--- src/rtl/pipe_skid_reg.sv ---
// pipe_skid_reg: generic inter-stage pipeline register carrying {instruction, pc}.
// It uses a valid/ready handshake. With SKID=1 a second entry absorbs one beat
// of back-pressure, so in_ready is driven from state only.
// With SKID=0 there is a single entry, and in_ready passes out_ready through.
module pipe_skid_reg #(
  parameter int          INS_W    = 32,
  parameter int          PC_W     = 32,
  parameter logic [31:0] RESET_PC = 32'h8000_0000,
  parameter logic [31:0] NOP      = 32'h0000_0000,
  parameter bit          SKID     = 1'b1
) (
  input  logic             clk,
  input  logic             reset,
  input  logic             flush,
  input  logic             in_valid,
  output logic             in_ready,
  input  logic [INS_W-1:0] in_ins,
  input  logic [PC_W-1:0]  in_pc,
  output logic             out_valid,
  input  logic             out_ready,
  output logic [INS_W-1:0] out_ins,
  output logic [PC_W-1:0]  out_pc,
  output logic [1:0]       occupancy
);

  // Parameter constants keep only the LSBs that fit the target width.
  localparam logic [PC_W-1:0]  RST_PC_T = PC_W'(RESET_PC);
  localparam logic [INS_W-1:0] NOP_T    = INS_W'(NOP);

  // The state encoding is the entry count, so occupancy is the state itself.
  typedef enum logic [1:0] {
    EMPTY = 2'd0,
    ONE   = 2'd1,
    TWO   = 2'd2
  } state_t;

  state_t state, nxt;

  logic             accept, consume;
  logic [INS_W-1:0] skid_ins;
  logic [PC_W-1:0]  skid_pc;

  assign accept  = in_valid & in_ready;
  assign consume = out_valid & out_ready;

  // State register: reset and flush both empty the block.
  always_ff @(posedge clk) begin
    if (reset)      state <= EMPTY;
    else if (flush) state <= EMPTY;
    else            state <= nxt;
  end

  // Next-state logic: the entry count moves by accept minus consume.
  always_comb begin
    nxt = state;
    case (state)
      EMPTY: if (accept) nxt = ONE;
      ONE: begin
        // The single-entry build cannot accept without consuming in ONE.
        if (accept && !consume)      nxt = SKID ? TWO : ONE;
        else if (!accept && consume) nxt = EMPTY;
      end
      TWO:     if (consume) nxt = ONE;
      default: nxt = EMPTY;
    endcase
  end

  // Outputs decoded from state; SKID=0 lets out_ready free the entry this cycle.
  always_comb begin
    occupancy = state;
    out_valid = (state != EMPTY);
    if (SKID) in_ready = (state != TWO);
    else      in_ready = (state == EMPTY) | out_ready;
  end

  // Datapath: the output register holds its last value when not reloaded.
  // The skid entry only fills when the output register is busy and stalled.
  always_ff @(posedge clk) begin
    if (reset) begin
      out_ins  <= NOP_T;
      out_pc   <= RST_PC_T;
      skid_ins <= '0;
      skid_pc  <= '0;
    end else if (flush) begin
      out_ins <= NOP_T;
      out_pc  <= '0;
    end else begin
      if (state == TWO && consume) begin
        out_ins <= skid_ins;
        out_pc  <= skid_pc;
      end else if (accept && (state == EMPTY || consume)) begin
        out_ins <= in_ins;
        out_pc  <= in_pc;
      end
      if (SKID && state == ONE && accept && !consume) begin
        skid_ins <= in_ins;
        skid_pc  <= in_pc;
      end
    end
  end

endmodule
--- config.mk ---
export PLATFORM = sky130hd
export DESIGN_NAME = pipe_skid_reg
export DESIGN_NICKNAME = d
export VERILOG_FILES = /design/src/rtl/pipe_skid_reg.sv
export SDC_FILE = /design/constraint.sdc
export NUM_CORES = 1
export LEC_CHECK = 0
export ABC_AREA = 1
export BUFFER_PORTS_ARGS = -buffer_cell sky130_fd_sc_hd__buf_2
export CAP_MARGIN = 40
export CELL_PAD_IN_SITES_DETAIL_PLACEMENT = 1
export CELL_PAD_IN_SITES_GLOBAL_PLACEMENT = 1
export CORE_MARGIN = 3
export CORE_UTILIZATION = 36
export CTS_BUF_LIST = sky130_fd_sc_hd__clkbuf_4 sky130_fd_sc_hd__clkbuf_8
export DETAILED_ROUTE_END_ITERATION = 10
export GPL_ROUTABILITY_DRIVEN = 0
export PLACE_DENSITY_LB_ADDON = 0.05
export SKIP_CTS_REPAIR_TIMING = 1
export SLEW_MARGIN = 15
export SYNTH_ARGS = -nofsm -noshare
export SYNTH_HDL_FRONTEND = slang
export SYNTH_SLANG_ARGS = --single-unit
--- constraint.sdc ---
create_clock -name clk -period 1.3 [get_ports clk]
set_input_delay 0.065 -clock clk [delete_from_list [all_inputs] [get_ports clk]]
set_output_delay 0.065 -clock clk [all_outputs]
set_load 0.02 [all_outputs]
======== Word-level counts from Yosys, hierarchy flattened ========
Index checks and enable logic that the tools add are counted.
word-level totals
  output and inout bits ................... 68
  input port bits ......................... 69
  bits in registers ....................... 130
  logic and storage cells ................. 41
operators by class
  eq/ne operators ......................... 6
  reductions and logical operators ........ 16
  mux-type cells .......................... 10
  bitwise logic cells ..................... 3
operators by type and width
  cell                count
  $mux 32             5
  $mux 2              4
  $logic_and 1x1->1   6
  $ne 2x2->1 const B  3
  $pmux 2 s3          1
  $reduce_bool 2->1   2
  $ne 3x3->1 const B  1
  $reduce_and 3->1    1
  $reduce_bool 3->1   1
  $and 1x1->1         2
  $eq 2x1->1 const B  1
  $eq 2x2->1 const B  1
  $logic_not 1->1     2
  $logic_not 2->1     1
  $reduce_and 2->1    1
  $reduce_or 2->1     1
  $logic_or 1x1->1    1
  $not 1->1           1

======== Longest topological paths before layout ========
Gate-level depths: netlist (run 1).
  depth after elaboration ................. 7
  depth in mapped cells ................... 9
  depth with buffers taken out ............ 7

======== Worst setup path after synthesis (run 1) ========
No wires, ideal clock.
  kind .................................... reg-to-reg
  start point ............................. reg state[0] (netlist: occupancy[0])
  end point ............................... reg out_ins[10]
  required time ........................... 1,187 ps
  clock period less this slack ............ 1,436 ps
  cell stages (with the launch flop) ...... 8
  data arrival time ....................... 1,323 ps
  setup slack ............................. -136 ps
  path buffers ............................ 2
  setup time .............................. 113 ps
  path through ............................ dfxtp_1 inv_2 nand3_4 buf_4 clkbuf_1 nand3b_1 nand2_1 nor2_1
on the way
  word-level cells in the longest chain between the ends .. 5
  elaborated cells between the ends (all ways) .. 11
  classes of those cells .................. eq/ne (2); mux (1); bitwise (2); reduce/logical (6)
ends and longest elaborated chain
  element                      RTL line  RTL
  start, declared              37        state_t state, nxt;
  start signal, assigned       50        else state <= nxt;
  $reduce_bool 2->1            71        out_valid = (state != EMPTY);
  $and 1x1->1                  44        assign consume = out_valid & out_ready;
  $logic_or 1x1->1             91        end else if (accept && (state == EMPTY || consume)) begin
  $logic_and 1x1->1            91
  $reduce_bool 2->1 (no line)  --
  end signal, assigned         89        out_ins <= skid_ins;
  end signal, assigned         92        out_ins <= in_ins;
  end, declared                21        output logic [INS_W-1:0] out_ins,
Parallel ways exist; a longest one is shown, timed or not.
A chain may end at the register's enable or synchronous reset.

======== Final worst setup path (run 1) ========
  start point ............................. reg state[1] (netlist: occupancy[1])
  end point ............................... reg skid_ins[7]
on the way
  word-level cells in the longest chain between the ends .. 5
  elaborated cells between the ends (all ways) .. 9
  classes of those cells .................. eq/ne (2); bitwise (2); reduce/logical (5)
ends and longest elaborated chain
  element                                                      RTL line  RTL
  $ne 2x2->1 / $reduce_bool 2->1 (equally long branches)       72, 71
  $and 1x1->1 (on tied branches)                               43, 44
  $logic_and 1x1->1 / $logic_not 1->1 (equally long branches)  95        if (SKID && state == ONE && accept && !consume) begin
  $logic_and 1x1->1 *                                          95
  $reduce_and 2->1 (no line) *                                 --
  end signal, assigned                                         96        skid_ins <= in_ins;
  end, declared                                                40        logic [INS_W-1:0] skid_ins;
Mark *: on every way between the ends. The rest lies on a longest branch, timed or not.

==> flow_summary_export.csv, run 1 <==
group,metric,value,unit
floorplanning,die_y,136,um
synth,synth_area,0.00604,mm2
cells_and_area,diodes,0,
floorplanning,core,0.0162,mm2
global_routing,grt_first_pass_wirelength,30.2,mm
synth,yosys_register_bits,130,
power_and_ir_drop,vdd_drop_max,0.000590,V
global_routing,met3_usage,5.42,%
setup_path,cp.arrival,1.74,ns
floorplanning,core.rowCount,46,
setup_path,r2r_setup_slack,-0.07,ns
job,maxCapViolCount,0,
setup_path,r2r.worst_path.cells,7,
timing,slew_viol_final,0,
route,final_antenna_net_count,0,
floorplanning,die-area,0.0184,mm2
setup_path,slowest_delay,0.39,ns
timing,skew,0.0100,ns
global_routing,grt_max_degree,78,
clock_network,cts.htree.levels,4,
synth,ys.warnings.count,0,
global_routing,grt_remaining_overflow,0,
route,drc,0,
min_path,min_from,"out_ready",
synth,yosysSeqAreaShare,43.1,%
setup_path,critPathMaxFanout,11,
placed_design,hpwl,12.2,mm
synth,synth_mux_area_share,0,%
cells_and_area,fillers,2035,
synth,syn_avg_cell_area,7.03,um2
cells_and_area,finalInstanceArea,0.00876,mm2
placed_design,post-place-cells,1175,
synth,synth_adder_area_share,0,%
clock_network,cts_tree,"built",
placed_design,numPortBuffers,136,
global_routing,grt_antenna_before_repair,2,
synth,ys_types,23,
timing,max_freq,729,MHz
clock_network,clkTransAtPathRegs,0.08,ns
setup_path,path_cells,"inv_4 > nand2_4 > nor2_4 > buf_6 > buf_12 > nand3_1 > a21oi_1",
clock_network,clock_latency,0.44,ns
timing,timing.final.crit_share,106,%
cells_and_area,drive_above_1_share,27.2,%
clock_network,clock-root-buffer,"clkbuf_8",
clock_network,clock-sinks,130,
setup_path,r2r-end,"skid_ins[7]",
route,drt_iter0_drc,228,
timing,period_needed,1.37,ns
timing,hold_slack,0.0338,ns
floorplanning,ios,137,
placed_design,postPlaceCellArea,0.00693,mm2
global_routing,grt_pass1_vias,6001,
synth,syn_inst,859,
clock_network,cts_made_buffers,17,
setup_path,worst-path-buf-inv,3,
setup_path,startpoint_type,"flip-flop",
power_and_ir_drop,p_leak,0.00378,uW
cells_and_area,synthToLayoutAreaGrowth,45.0,%
timing,setup-violations-final,79,
route,routed_via_density,5.03,
timing,rsz0062_at_grt,"yes",
cells_and_area,fin_nets,1140,
min_path,worst_hold_path.endpoint,"occupancy[1]",
setup_path,crit_type,"flip-flop to flip-flop",
setup_path,timing.rr.start,"occupancy[1]",
timing,hold_viol,0,
synth,syn-num-nets,928,
setup_path,crit_required,1.67,ns
timing,worst_slack,-0.0725,ns
route,firstDrtPassIters,4,
setup_path,crit_family,"buffers and inverters",
clock_network,clockBufferDepth,2,
synth,synth_top_family_by_area,"simple AND/OR/NAND/NOR gates",
setup_path,end_kind,"flip-flop",
route,vias,6528,
global_routing,met2_usage,34.3,%
run_status,status,"finished with violations",
floorplanning,initial_core_util,37.4,%
run_status,failed_checks,"setup timing",
setup_path,crit_slowest_cell,"dfxtp_4",
route,post_drt_wl_per_cell,17.6,um
min_path,hold_depth,4,
power_and_ir_drop,powerDensity,1010,mW/mm2
timing,max_slew.worst_pin.slew,0.448,ns
global_routing,grt_usage,20.5,%
synth,synth-compound-area-share,10.7,%
cells_and_area,instances_no_fill,1299,
timing,maxSlewHeadroom,70.1,%
min_path,hold_class,"input port to flip-flop",
global_routing,grt.busiest_layer,"met2",
synth,synth-simple-area-share,35.3,%
floorplanning,die_width,136,um
global_routing,grt.met1_usage,26.1,%
route,wirelength,22.8,mm
synth,synthXorXnorAreaFrac,0,%
## state kept, by name (all words and copies together) (netlist names)
name       flops
occupancy      2
out_ins       32
out_pc        32
skid_ins      32
skid_pc       32
## cell usage after synthesis
master    instances  area share (%)
a21oi_1          73             6.0
a31oi_1           1            0.10
buf_2            25             2.1
buf_4             2            0.25
buf_6            15             2.8
clkbuf_1         24             1.5
clkbuf_2          2            0.17
clkinv_1          1           0.062
dfxtp_1         130              43
inv_1            62             3.9
inv_2             1           0.062
inv_4             2            0.21
nand2_1         206              13
nand2_2           1            0.10
nand2_4           3            0.56
nand3_1          75             6.2
nand3_4           2            0.58
nand3b_1         55             6.8
nand4_1           8            0.83
nor2_1          115             7.1
nor2_4            1            0.19
o21ai_0          39             3.2
o21ai_1          16             1.3
## kinds of logic (layout without fill, tap and decap cells)
| kind of cell | count (synthesis) | after routing |
|---|---|---|
| buffers and inverters | 134 | 358 |
| DFF | 130 | 130 |
| and+or+nand+nor | 466 | 466 |
| AOI/OAI and AO/OA | 129 | 129 |
## cell type report
cell class / instances / area [um2] / area share, %
inverter: 66 / 274 / 3.13
multi-input combinational: 595 / 3000 / 34.3
timing repair buffer: 261 / 2220 / 25.4
clock inverter: 5 / 50.0 / 0.571
tap: 216 / 270 / 3.08
clock buffer: 26 / 333 / 3.80
sequential: 130 / 2610 / 29.8
## report_power, final
part	switching, uW	internal (uW)
Sequential	54.0	4080
Clock	1590	1830
Combinational	750	553
## worst min-delay path: cells and delay by family
family	cells	cell delay (ns)
compound gates	1	0.07
buf+inv	2	0.21
simple gates	1	0.08
## cell usage in the layout (no fill, tap or decap), drive strengths merged
master         n
nand2        210
buf          184
dfxtp        130
nor2         116
nand3         77
a21oi         73
dlygate4sd3   65
inv           65
nand3b        55
o21ai         55
clkbuf        38
nand4          8
clkinv         5
a31oi          1
bufinv         1
## per-layer routing
layer	part of all wire, %	up-vias
met5	0.079	-
met4	1.9	4
met3	5.0	36
met2	49	153
met1	44	3153
li1	-	3182
## worst max-delay path by stage
stage | startpoint | end | slack (ns) | cells after the start
final | occupancy[1] | skid_ins[7] | -0.07 | 7
after global routing | occupancy[1] | skid_ins[7] | -0.14 | 7
after CTS | occupancy[0] | out_pc[2] | -0.21 | 7
after detailed placement | occupancy[0] | out_pc[2] | -0.20 | 7
after global placement | occupancy[0] | out_ins[8] | -0.12 | 7
after floorplan | occupancy[1] | out_pc[31] | 0.01 | 8
## metrics by stage
step           setup WS (ns)  utilization (%)  TNS (ns)  total power, uW
2_1_floorplan         0.0132                -         0             4870
3_3_place_gp          -0.117             42.9     -5.35             5230
3_5_place_dp          -0.197             42.9     -8.75             5260
4_1_cts               -0.213             45.2    -10.51             8650
5_1_grt               -0.139             54.2     -7.58             9250
6_report             -0.0725             54.2     -1.80             8860
No activity file was read; power rests on OpenSTA's default activity.
==> run 2: changes to the inputs <==
--- a/config.mk
+++ b/config.mk
@@ -16,6 +16,7 @@
 export DETAILED_ROUTE_END_ITERATION = 10
 export GPL_ROUTABILITY_DRIVEN = 0
 export PLACE_DENSITY_LB_ADDON = 0.05
+export RECOVER_POWER = 100
 export SKIP_CTS_REPAIR_TIMING = 1
 export SLEW_MARGIN = 15
 export SYNTH_ARGS = -nofsm -noshare
==> run 2 against run 1 <==
  * The run still ends with setup timing left
  * Register-to-register slack is essentially flat
  * Setup slack gained 0.0022 ns
  * Via count increased by 0.25%
==> flow_summary_export.csv, run 2 (synthesis results as in run 1) <==
group,metric,value,unit
global_routing,grt_pass1_vias,6001,
placed_design,preCtsSetupSlack,-0.197,ns
timing,setup-violations-final,75,
timing,hold_viol,0,
min_path,hold_class,"input port to flip-flop",
setup_path,crit_required,1.66,ns
cells_and_area,post-route-util,53.7,%
setup_path,critPathMaxFanout,19,
timing,timing.final.crit_share,105,%
global_routing,grt_remaining_overflow,0,
setup_path,startpoint_type,"flip-flop",
global_routing,grt_max_degree,78,
timing,rsz0062_at_grt,"yes",
global_routing,met3_usage,5.42,%
placed_design,numPortBuffers,136,
run_status,failed_checks,"setup timing",
timing,skew,0.00706,ns
floorplanning,initial_core_util,37.4,%
floorplanning,core,0.0162,mm2
global_routing,met2_usage,34.3,%
timing,max_freq,730,MHz
setup_path,worst-path-buf-inv,4,
clock_network,cts_tree,"built",
cells_and_area,drive_above_1_share,21.3,%
timing,tns,-1.60,ns
timing,period_needed,1.37,ns
route,final_antenna_net_count,0,
floorplanning,ios,137,
floorplanning,die_width,136,um
timing,hold_slack,0.0292,ns
setup_path,slowest_delay,0.39,ns
timing,max_slew.worst_pin.slew,0.448,ns
cells_and_area,final_cell_mix,"189 x nand2_1, 128 x dfxtp_1, 114 x nor2_1",
route,post_drt_wl_per_cell,17.6,um
cells_and_area,fin_nets,1140,
power_and_ir_drop,vdd_drop_max,0.000592,V
clock_network,clock_latency,0.44,ns
global_routing,grt_first_pass_wirelength,30.2,mm
job,maxCapViolCount,0,
floorplanning,core.rowCount,46,
route,vias,6544,
setup_path,crit_top_cell,"buf_4",
power_and_ir_drop,powerDensity,1020,mW/mm2
global_routing,grt_usage,20.5,%
route,routed_via_density,5.04,
setup_path,end_kind,"flip-flop",
floorplanning,die_y,136,um
clock_network,cts_made_buffers,17,
cells_and_area,final_common_cell,"nand2_1",
placed_design,postPlaceCellArea,0.00693,mm2
cells_and_area,diodes,0,
cells_and_area,finalInstanceArea,0.00868,mm2
route,drc,0,
setup_path,crit_type,"flip-flop to flip-flop",
global_routing,grt.busiest_layer,"met2",
floorplanning,die-area,0.0184,mm2
route,wirelength,22.8,mm
clock_network,clockBufferDepth,2,
timing,maxSlewHeadroom,70.1,%
clock_network,cts.htree.levels,4,
setup_path,crit_family,"buffers and inverters",
timing,slew_viol_final,0,
cells_and_area,synthToLayoutAreaGrowth,43.7,%
global_routing,grt.met1_usage,26.1,%
timing,worst_slack,-0.0703,ns
power_and_ir_drop,p_leak,0.00352,uW
setup_path,crit_slowest_cell,"dfxtp_4",
global_routing,grt_antenna_before_repair,2,
clock_network,clkTransAtPathRegs,0.07,ns
placed_design,hpwl,12.2,mm
route,drt_iter0_drc,252,
run_status,status,"finished with violations",
clock_network,clock-root-buffer,"clkbuf_8",
setup_path,cp.arrival,1.73,ns
setup_path,path_cells,"inv_6 > nand3_4 > buf_4 > buf_4 > buf_12 > nand3_1 > a21oi_1",
clock_network,clock-sinks,130,
route,firstDrtPassIters,4,
==> run 2: changes by cell type in the layout (fill, tap and decap cells not counted), sizes merged <==
| cell | delta |
|---|---|
| buf | -65 |
| clkbuf | +65 |
==> run 2: layout make-up <==
| cell class | instances | area (um2) |
|---|---|---|
| repair buffers | 261 | 2140 |
| fillers | 2053 | 7490 |
| clock inverters | 5 | 50.0 |
| clock buffers | 26 | 333 |
| multi-input cells | 595 | 3000 |
| well taps | 216 | 270 |
| inverters | 66 | 274 |
| flip-flops and latches | 130 | 2610 |
==> run 2: report_power, final <==
part	internal, uW	switching [uW]
logic	529	750
clock network	1830	1580
registers	4080	56.4
==> run 2: routing by layer <==
metal | up-vias | wire, um
met3 | 38 | 1130
li1 | 3179 | -
met5 | - | 18
met4 | 4 | 449
met2 | 149 | 11200
met1 | 3174 | 10100
==> run 2: final timing paths <==
path / endpoint / start / depth (start not counted) / slack, ns
worst min-delay path: occupancy[1] / out_ready / 4 / 0.03
worst max-delay path: out_ins[25] / occupancy[0] / 7 / -0.07
worst max register to register: out_ins[25] / occupancy[0] / 7 / -0.07
worst min register to register: skid_pc[13] / skid_pc[13] / 2 / 0.46
==> run 2: worst register-to-register path, cell delays in order, from the launching register on <==
cell and delay, ns:
dfxtp_4 0.39, inv_6 0.05, nand3_4 0.06, buf_4 0.18
buf_4 0.14, buf_12 0.17, nand3_1 0.12, a21oi_1 0.18
==> run 2: stage by stage <==
step	instances	power, uW
after floorplan	859	4870
after global placement	1175	5230
after detailed placement	1175	5260
after CTS	1206	8650
after global routing	1299	9230
final	1299	8830
==> run 3: changes to the inputs <==
--- a/config.mk
+++ b/config.mk
@@ -11,8 +11,8 @@
 export CELL_PAD_IN_SITES_DETAIL_PLACEMENT = 1
 export CELL_PAD_IN_SITES_GLOBAL_PLACEMENT = 1
 export CORE_MARGIN = 3
-export CORE_UTILIZATION = 36
-export CTS_BUF_LIST = sky130_fd_sc_hd__clkbuf_4 sky130_fd_sc_hd__clkbuf_8
+export CORE_UTILIZATION = 34
+export CTS_BUF_LIST = sky130_fd_sc_hd__clkbuf_16
 export DETAILED_ROUTE_END_ITERATION = 10
 export GPL_ROUTABILITY_DRIVEN = 0
 export PLACE_DENSITY_LB_ADDON = 0.05
==> run 3 against run 2 <==
  * The run still ends with setup timing left
  * Setup slack worse by 0.041 ns
  * Combinational power grew 5%
  * Routed wire length increased by 4.3%
  * Sequential share of layout area shrank 1.2 points
  * Via count decreased by 0.55%
  * Non-clock buffer count decreased by 2
  * Cell area is 4.2% higher
  * Register-to-register slack worse by 0.04 ns
  * Count of clock-buffer cells in the layout fell by 9
  * Total power rose by 13%
  * Core utilization shrank 1.5 points
  * Critical path type unchanged
  * Critical endpoint is now skid_pc[23]
  * Largest cell class unchanged
  * Largest power group is now clock
  * Highest routed layer is now met4
==> flow_summary_export.csv, run 3 (synthesis results as in run 1) <==
group,metric,value,unit
run_status,status,"finished with violations",
run_status,failed_checks,"setup timing",
power_and_ir_drop,p_clk_share,44.9,%
setup_path,r2r_setup_slack,-0.11,ns
timing,maxSlewHeadroom,76.1,%
cells_and_area,final_cell_mix,"173 x nand2_1, 128 x dfxtp_1, 108 x nor2_1",
clock_network,cts_made_buffers,17,
timing,max_slew.worst_pin.slew,0.358,ns
route,post_drt_wl_per_cell,18.2,um
timing,slew_viol_final,0,
cells_and_area,drive_above_1_share,21.2,%
timing,rsz0062_at_grt,"yes",
job,maxCapViolCount,0,
floorplanning,initial_core_util,34.8,%
timing,period_needed,1.41,ns
timing,skew,0.00615,ns
cells_and_area,finalInstanceArea,0.00905,mm2
setup_path,r2r-end,"skid_pc[23]",
cells_and_area,fin_nets,1140,
placed_design,preCtsSetupSlack,-0.245,ns
route,wirelength,23.8,mm
min_path,hold_depth,4,
clock_network,clock_latency,0.41,ns
clock_network,cts_tree,"built",
floorplanning,core,0.0174,mm2
route,vias,6508,
power_and_ir_drop,vdd_drop_max,0.000883,V
timing,setup-violations-final,100,
timing,tns,-5.36,ns
setup_path,crit_type,"flip-flop to flip-flop",
route,drt_iter0_drc,191,
timing,timing.final.crit_share,109,%
cells_and_area,fillers,2153,
power_and_ir_drop,p_switching,2570,uW
setup_path,r2r.worst_path.cells,8,
clock_network,clkTransAtPathRegs,0.06,ns
setup_path,critPathMaxFanout,6,
global_routing,grt_max_degree,66,
global_routing,grt_pass1_vias,6194,
cells_and_area,final_common_cell,"nand2_1",
min_path,worst_hold_path.endpoint,"out_pc[30]",
power_and_ir_drop,p_int,7390,uW
power_and_ir_drop,combPwrFrac,13.5,%
setup_path,crit_required,1.58,ns
floorplanning,die-area,0.0194,mm2
route,routed_via_density,4.98,
timing,hold_viol,0,
global_routing,grt_remaining_overflow,0,
power_and_ir_drop,p_sw_share,25.8,%
cells_and_area,synthToLayoutAreaGrowth,49.8,%
setup_path,timing.rr.start,"occupancy[1]",
floorplanning,die_width,139,um
min_path,hold_class,"input port to flip-flop",
cells_and_area,multi_input_area,0.00304,mm2
floorplanning,core.rowCount,48,
clock_network,clock-root-buffer,"clkbuf_16",
timing,worst_slack,-0.111,ns
setup_path,startpoint_type,"flip-flop",
power_and_ir_drop,total_power,9960,uW
power_and_ir_drop,powerDensity,1100,mW/mm2
global_routing,grt_usage,19.6,%
timing,max_freq,709,MHz
cells_and_area,diodes,0,
placed_design,postPlaceCellArea,0.00702,mm2
clock_network,clockBufferDepth,2,
floorplanning,ios,137,
power_and_ir_drop,p_leak,0.00369,uW
route,final_antenna_net_count,0,
setup_path,cp.arrival,1.69,ns
clock_network,clock-sinks,130,
cells_and_area,ff_latch_area,0.00261,mm2
global_routing,grt_antenna_before_repair,0,
route,firstDrtPassIters,4,
global_routing,grt_first_pass_wirelength,31.3,mm
placed_design,numPortBuffers,136,
floorplanning,die_y,139,um
min_path,min_from,"flush",
clock_network,cts.htree.levels,4,
power_and_ir_drop,power.share.sequential,41.6,%
placed_design,hpwl,12.5,mm
route,drc,0,
setup_path,end_kind,"flip-flop",
## run 3: worst max path at each step
| stage | start | end | slack [ns] | cells past startpoint |
|---|---|---|---|---|
| floorplan | occupancy[1] | out_pc[31] | 0.01 | 8 |
| global placement | occupancy[0] | out_ins[17] | -0.15 | 6 |
| detailed placement | occupancy[0] | out_ins[31] | -0.24 | 6 |
| CTS | occupancy[0] | out_ins[31] | -0.26 | 6 |
| global route | occupancy[1] | skid_pc[18] | -0.16 | 7 |
| finish | occupancy[1] | skid_pc[23] | -0.11 | 8 |
## run 3: final cells by class
type                    instances  share of cell area (%)
multi-input cells             596                    33.6
flip-flops and latches        130                    28.8
repair buffers                259                    25.3
clock buffers                  17                    4.70
inverters                      66                    3.14
well taps                     225                    3.11
clock inverters                13                    1.19
repair inverters                1                   0.180
## run 3: through the flow
step	util [%]	hold slack (ns)	cells
2_1_floorplan	-	0.229	859
3_3_place_gp	40.4	0.352	1182
4_1_cts	43.5	-0.0852	1212
6_report	52.1	0.0216	1307
5_1_grt	52.1	0.0437	1307
3_5_place_dp	40.4	0.359	1182
## run 3: worst max-delay path, cell delays in order, from the launching register on
cell     delay [ns]
dfxtp_4        0.38
inv_4          0.08
nand2_4        0.05
nor2_4         0.16
buf_12         0.17
nand2_4        0.11
buf_6          0.17
nand2_1        0.07
a21oi_1        0.07
## run 3: power groups by stage
stage,Clock [uW],Sequential [uW],Combinational [uW]
2_1_floorplan,0,4330,536
3_3_place_gp,0,4220,1060
3_5_place_dp,0,4230,1080
4_1_cts,4550,4140,1080
5_1_grt,4760,4160,1470
6_report,4480,4150,1340
## run 3: layer usage
layer  routed length (um)  up-vias  track usage, %  share of wire, %
li1                     -     3192               -                 -
met1                10400     3157            24.0                44
met2                11900      129            34.2                50
met3                  968       30            4.36               4.1
met4                  507        0            6.44               2.1
met5                    0        -               0                 0
